### config.mk
export PLATFORM = sky130hd
export DESIGN_NAME = idli_sqi_arb_m
export DESIGN_NICKNAME = d
export VERILOG_FILES = /design/src/rtl/idli_sqi_arb_m.sv
export SDC_FILE = /design/constraint.sdc
export NUM_CORES = 1
export LEC_CHECK = 0
export ABC_AREA = 0
export CORE_ASPECT_RATIO = 2
export CORE_MARGIN = 1.5
export CORE_UTILIZATION = 50
export DETAILED_ROUTE_END_ITERATION = 12
export MAX_ROUTING_LAYER = met4
export PLACE_DENSITY = 0.76
export SLEW_MARGIN = 0
export SYNTH_ARGS = -nofsm -noshare
export SYNTH_HDL_FRONTEND = slang
export SYNTH_SLANG_ARGS = --single-unit
### constraint.sdc
create_clock -name i_sqi_gck -period 15.5 [get_ports i_sqi_gck]
set_clock_uncertainty 0.2 [all_clocks]
set_input_delay 4.65 -clock i_sqi_gck [delete_from_list [all_inputs] [get_ports i_sqi_gck]]
set_output_delay 4.65 -clock i_sqi_gck [all_outputs]
set_load 0.01 [all_outputs]
### src/rtl/idli_sqi_arb_m.sv
// SQI arbiter: shares one SQI controller between fetch (read-only) and load/store.
// Requests that continue the open stream (same direction, next word address) are
// granted without restarting the transaction; anything else closes the stream.
module idli_sqi_arb_m #(
  parameter int unsigned ADDR_W     = 16,
  parameter int unsigned STARVE_MAX = 4
) (
  input  logic              i_sqi_gck,
  input  logic              i_sqi_rst_n,
  input  logic              i_fe_req,
  input  logic [ADDR_W-1:0] i_fe_addr,
  output logic              o_fe_gnt,
  output logic              o_fe_done,
  input  logic              i_ls_req,
  input  logic              i_ls_wr,
  input  logic [ADDR_W-1:0] i_ls_addr,
  output logic              o_ls_gnt,
  output logic              o_ls_done,
  output logic              o_ctl_start,
  output logic              o_ctl_wr,
  output logic [ADDR_W-1:0] o_ctl_addr,
  output logic              o_ctl_stop,
  output logic              o_ctl_owner,
  input  logic              i_ctl_rdy,
  input  logic              i_ctl_beat
);

  localparam int unsigned CntW = $clog2(STARVE_MAX + 2);

  typedef enum logic [1:0] {StIdle, StBusy, StDrain} state_e;

  state_e            state_q, state_d;
  logic [ADDR_W-1:0] addr_q, addr_d;
  logic [ADDR_W-2:0] strm_q, strm_d;    // next stream word address (byte addr >> 1)
  logic              wr_q, wr_d;
  logic              owner_q, owner_d;
  logic              slot_vld_q, slot_vld_d;
  logic              slot_own_q, slot_own_d;
  logic [CntW-1:0]   starve_q, starve_d;
  logic              fe_done_q, fe_done_d;
  logic              ls_done_q, ls_done_d;

  logic              starved, fe_win, ls_win, any_req, win_wr, win_hit;
  logic [ADDR_W-2:0] win_hi;
  logic [ADDR_W-1:0] win_base;
  logic              gnt, start, stop;
  logic              unused_addr_lsb;

  // Byte-address bit 0 carries no information for word accesses.
  assign unused_addr_lsb = i_fe_addr[0] ^ i_ls_addr[0];

  // LS has priority unless FE has been passed over STARVE_MAX times in a row.
  assign starved  = (starve_q == CntW'(STARVE_MAX));
  assign fe_win   = i_fe_req && (!i_ls_req || starved);
  assign ls_win   = i_ls_req && !fe_win;
  assign any_req  = fe_win || ls_win;
  assign win_wr   = ls_win && i_ls_wr;
  assign win_hi   = ls_win ? i_ls_addr[ADDR_W-1:1] : i_fe_addr[ADDR_W-1:1];
  assign win_base = {win_hi, 1'b0};
  assign win_hit  = (win_wr == wr_q) && (win_hi == strm_q);

  // Next-state, grant and controller sequencing.
  always_comb begin
    state_d    = state_q;
    addr_d     = addr_q;
    strm_d     = strm_q;
    wr_d       = wr_q;
    owner_d    = owner_q;
    slot_vld_d = slot_vld_q;
    slot_own_d = slot_own_q;
    starve_d   = starve_q;
    fe_done_d  = 1'b0;
    ls_done_d  = 1'b0;
    gnt        = 1'b0;
    start      = 1'b0;
    stop       = 1'b0;

    unique case (state_q)
      StIdle: begin
        // Reset gating keeps the combinational grant/start low while in reset.
        if (i_sqi_rst_n && i_ctl_rdy && any_req) begin
          gnt     = 1'b1;
          start   = 1'b1;
          addr_d  = win_base;
          wr_d    = win_wr;
          owner_d = ls_win;
          strm_d  = win_hi + 1'b1;
          state_d = StBusy;
        end
      end
      StBusy: begin
        // A miss by the winner blocks the loser too, so the stream closes.
        if (!slot_vld_q && any_req && win_hit) begin
          gnt        = 1'b1;
          slot_vld_d = 1'b1;
          slot_own_d = ls_win;
          strm_d     = strm_q + 1'b1;
        end
        // The beat sees this cycle's grant, so a same-cycle hit keeps the stream open.
        if (i_ctl_beat) begin
          fe_done_d = !owner_q;
          ls_done_d = owner_q;
          if (slot_vld_d) begin
            owner_d    = slot_own_d;
            slot_vld_d = 1'b0;
          end else begin
            stop    = 1'b1;
            state_d = StDrain;
          end
        end
      end
      StDrain: begin
        if (i_ctl_rdy) state_d = StIdle;
      end
      default: state_d = StIdle;
    endcase

    if (gnt) begin
      if (ls_win && i_fe_req) starve_d = starve_q + 1'b1;
      else                    starve_d = '0;
    end
  end

  // State registers.
  always_ff @(posedge i_sqi_gck or negedge i_sqi_rst_n) begin
    if (!i_sqi_rst_n) begin
      state_q    <= StIdle;
      addr_q     <= '0;
      strm_q     <= '0;
      wr_q       <= 1'b0;
      owner_q    <= 1'b0;
      slot_vld_q <= 1'b0;
      slot_own_q <= 1'b0;
      starve_q   <= '0;
      fe_done_q  <= 1'b0;
      ls_done_q  <= 1'b0;
    end else begin
      state_q    <= state_d;
      addr_q     <= addr_d;
      strm_q     <= strm_d;
      wr_q       <= wr_d;
      owner_q    <= owner_d;
      slot_vld_q <= slot_vld_d;
      slot_own_q <= slot_own_d;
      starve_q   <= starve_d;
      fe_done_q  <= fe_done_d;
      ls_done_q  <= ls_done_d;
    end
  end

  assign o_fe_gnt    = gnt && fe_win;
  assign o_ls_gnt    = gnt && ls_win;
  assign o_fe_done   = fe_done_q;
  assign o_ls_done   = ls_done_q;
  assign o_ctl_start = start;
  assign o_ctl_stop  = stop;
  assign o_ctl_wr    = start ? win_wr : wr_q;
  assign o_ctl_addr  = start ? win_base : addr_q;
  assign o_ctl_owner = owner_q;

endmodule

==> metrics.yaml <==
antenna-diode-count: 0
reg2regPathDepth: 12
yosysTopAreaCell: "dfrtp_1"
overflow: 0
drv_slew: 0
maxCapViolCount: 0
hp-class: "flop to flop"
holdWs_ns: 0.270
worst_pin_slew_ns: 1.02
leakagePower_nw: 1.64
synth_edf_count: 0
grt_pass1_vias: 3115
antenna_found_initial: 0
rrSetupSlack_ns: 11.40
min_path_cells: 1
highest-signal-layer: "met4"
syn_to_final_growth_pct: 23.7
die_area_um2: 6820
synthArstFlopShare_pct: 100
clkTransAtPathRegs_ns: 0.06
syn_area_per_cell_um2: 7.95
r2r_start: "starve_q[0]"
finalSetupViolCount: 0
grt_max_degree: 43
grt_pass1_wl_um: 14900
die_width_um: 59.2
period_share_pct: 85.8
fmax_mhz: 75.2
combPwrFrac_pct: 49.6
cellPowerDensity_nw_per_um2: 157
ys.flop_type: "dfrtp_1"
min_period_ns: 13.31
gp_congestion: 0.866
numCtsBuffers: 5
wl_per_cell_um: 17.5
drt-vias-per-instance: 6.01
status: "finished, final reports clean"
internal_power_mw: 0.359
cts-htree-levels: 2
cts_tree: "built"
grt_setup_unrepaired: "false"
synth_cells: 397
post-route-util_pct: 64.4
drt-initial-drc-count: 195
relSlewSlack_pct: 31.8
synth_top_cell_area_share_pct: 32.5
io_pins: 63
switching_share_pct: 41.3
wl_um: 9130
cp-start-kind: "input port"
syn-num-nets: 439
synth_area_um2: 3150
yosysMostFrequentCell: "nand2_1"
fin_nets: 480
dpl-instance-area_um2: 3740
cp_max_fo: 22
post_cts_resized: 0
min_to: "o_fe_done"
netlist_top_cells_area: "dfrtp_1, nand2_1, a21oi_1, o21ai_0, mux2i_1"
ys_ff_latch: 41
core_um2: 6060
vias: 3135
hold_viol: 0
cts_root_buf: "clkbuf_16"
wl_met3_um: 501
pwr-share-clk_pct: 19.2
layout-drive-gt1-share_pct: 7.08
port_buffers: 59
start_util_pct: 52.1
antenna_left: 0
clock_sinks: 41
final_area_um2: 3900
remaining_drc_errors: 0
clockBufferDepth: 2
seq_area_frac_synth_pct: 32.5
hpwl_um: 6570
cts_hold_buf: 0
grtUsageTotal_pct: 29.5
route.met2.wl_um: 4730
setup_tns_ns: 0
fp-row-count: 40
critical_path.endpoint_type: "primary output"
power.switching_mw: 0.252
die_height_um: 115
yosysWarnings: 0
synthTopCellsByCount: "nand2_1, dfrtp_1, a21oi_1, o21ai_0, nor2_1"
insertion_delay_ns: 0.29
reg2reg_to: "strm_q[12]"
p_seq_share_pct: 31.2
hp-start: "o_ctl_owner"
crit_type: "input port to primary output"
cp.arrival_ns: 8.46
critPathRequiredTime_ns: 10.65
yosysUniqueCellTypes: 57
wl_met1_um: 3530
peakVddDrop_uv: 169
firstDrtPassIters: 5
post_cts_buffers: 0
[flip-flops by register name, indices dropped and copies added, names as in the netlist]
register	count
o_ctl_owner	1
state_q	2
wr_q	1
slot_vld_q	1
starve_q	3
o_fe_done	1
strm_q	15
o_ls_done	1
slot_own_q	1
addr_q	15
[cell families (layout without fill, tap and decap cells)]
kind of cell | count (synthesis) | in the layout | share of synthesized area, %
xor gates and xnor gates | 14 | 14 | 3.89
other | 1 | 1 | 0.119
muxes | 15 | 15 | 4.84
and+or+nand+nor | 174 | 174 | 27.5
DFF | 41 | 41 | 32.5
AOI/OAI and AO/OA | 113 | 113 | 24.7
buffers and inverters | 36 | 77 | 5.28
adders and majority gates | 3 | 3 | 1.19
[critical path, cell delays in order]
cell,delay [ns]
clkdlybuf4s50_1,1.02
and3_4,0.55
o211a_1,0.31
xnor2_1,0.10
a2111oi_2,0.30
nand4_1,0.33
o21a_1,0.45
nor2_1,0.17
clkdlybuf4s50_1,0.55
[layout make-up]
type	count	area, um2
fillers	544	2150
flip-flops and latches	41	1030
clock buffers	5	125
well taps	84	105
clock inverters	2	35.0
multi-input cells	320	1960
inverters	6	22.5
repair buffers	64	623
[routing by layer]
| layer | track usage, % | up-vias |
|---|---|---|
| li1 | - | 1510 |
| met1 | 32.3 | 1491 |
| met2 | 50.0 | 108 |
| met3 | 5.74 | 26 |
| met4 | 13.3 | 0 |
| met5 | - | - |
[power groups by stage]
stage               clock network (mW)  registers (mW)  logic (mW)
CTS                              0.119           0.190       0.304
global placement                     0           0.189       0.293
floorplan                            0           0.182       0.198
finish                           0.118           0.191       0.303
global route                     0.124           0.197       0.336
detailed placement                   0           0.191       0.301
[placed cells by master, fill, tap and decap left out, types with 3 or more instances in the layout]
cell type / instances
clkbuf_16: 5
inv_1: 6
o21ai_0: 31
mux2i_1: 13
a31oi_1: 3
o21ai_1: 3
nor4_1: 4
nand3_1: 13
xnor2_1: 13
nand4_1: 18
dfrtp_1: 41
a21oi_1: 31
ha_1: 3
nand2b_1: 17
clkdlybuf4s50_1: 58
o211a_1: 11
and3_1: 6
buf_4: 5
o21a_1: 3
nor3_1: 8
o211a_4: 4
nor2_1: 23
nand2_1: 69
or3_1: 3
o211ai_1: 3
[stage by stage]
step                power [mW]  cells  worst slack, ns
finish                   0.612    522             2.19
global route             0.656    522             2.00
CTS                      0.612    522             2.20
detailed placement       0.492    515             2.22
global placement         0.482    515             2.26
floorplan                0.380    397             4.01
[worst max-delay path by stage]
stage,cells past startpoint,end,startpoint
after floorplan,10,o_fe_gnt,i_ls_req
after global placement,9,o_ls_gnt,i_fe_req
after detailed placement,9,o_ls_gnt,i_fe_req
after CTS,9,o_ls_gnt,i_fe_req
after global routing,9,o_ls_gnt,i_fe_req
final,9,o_ls_gnt,i_fe_req
(Power assumes the default switching activity.)
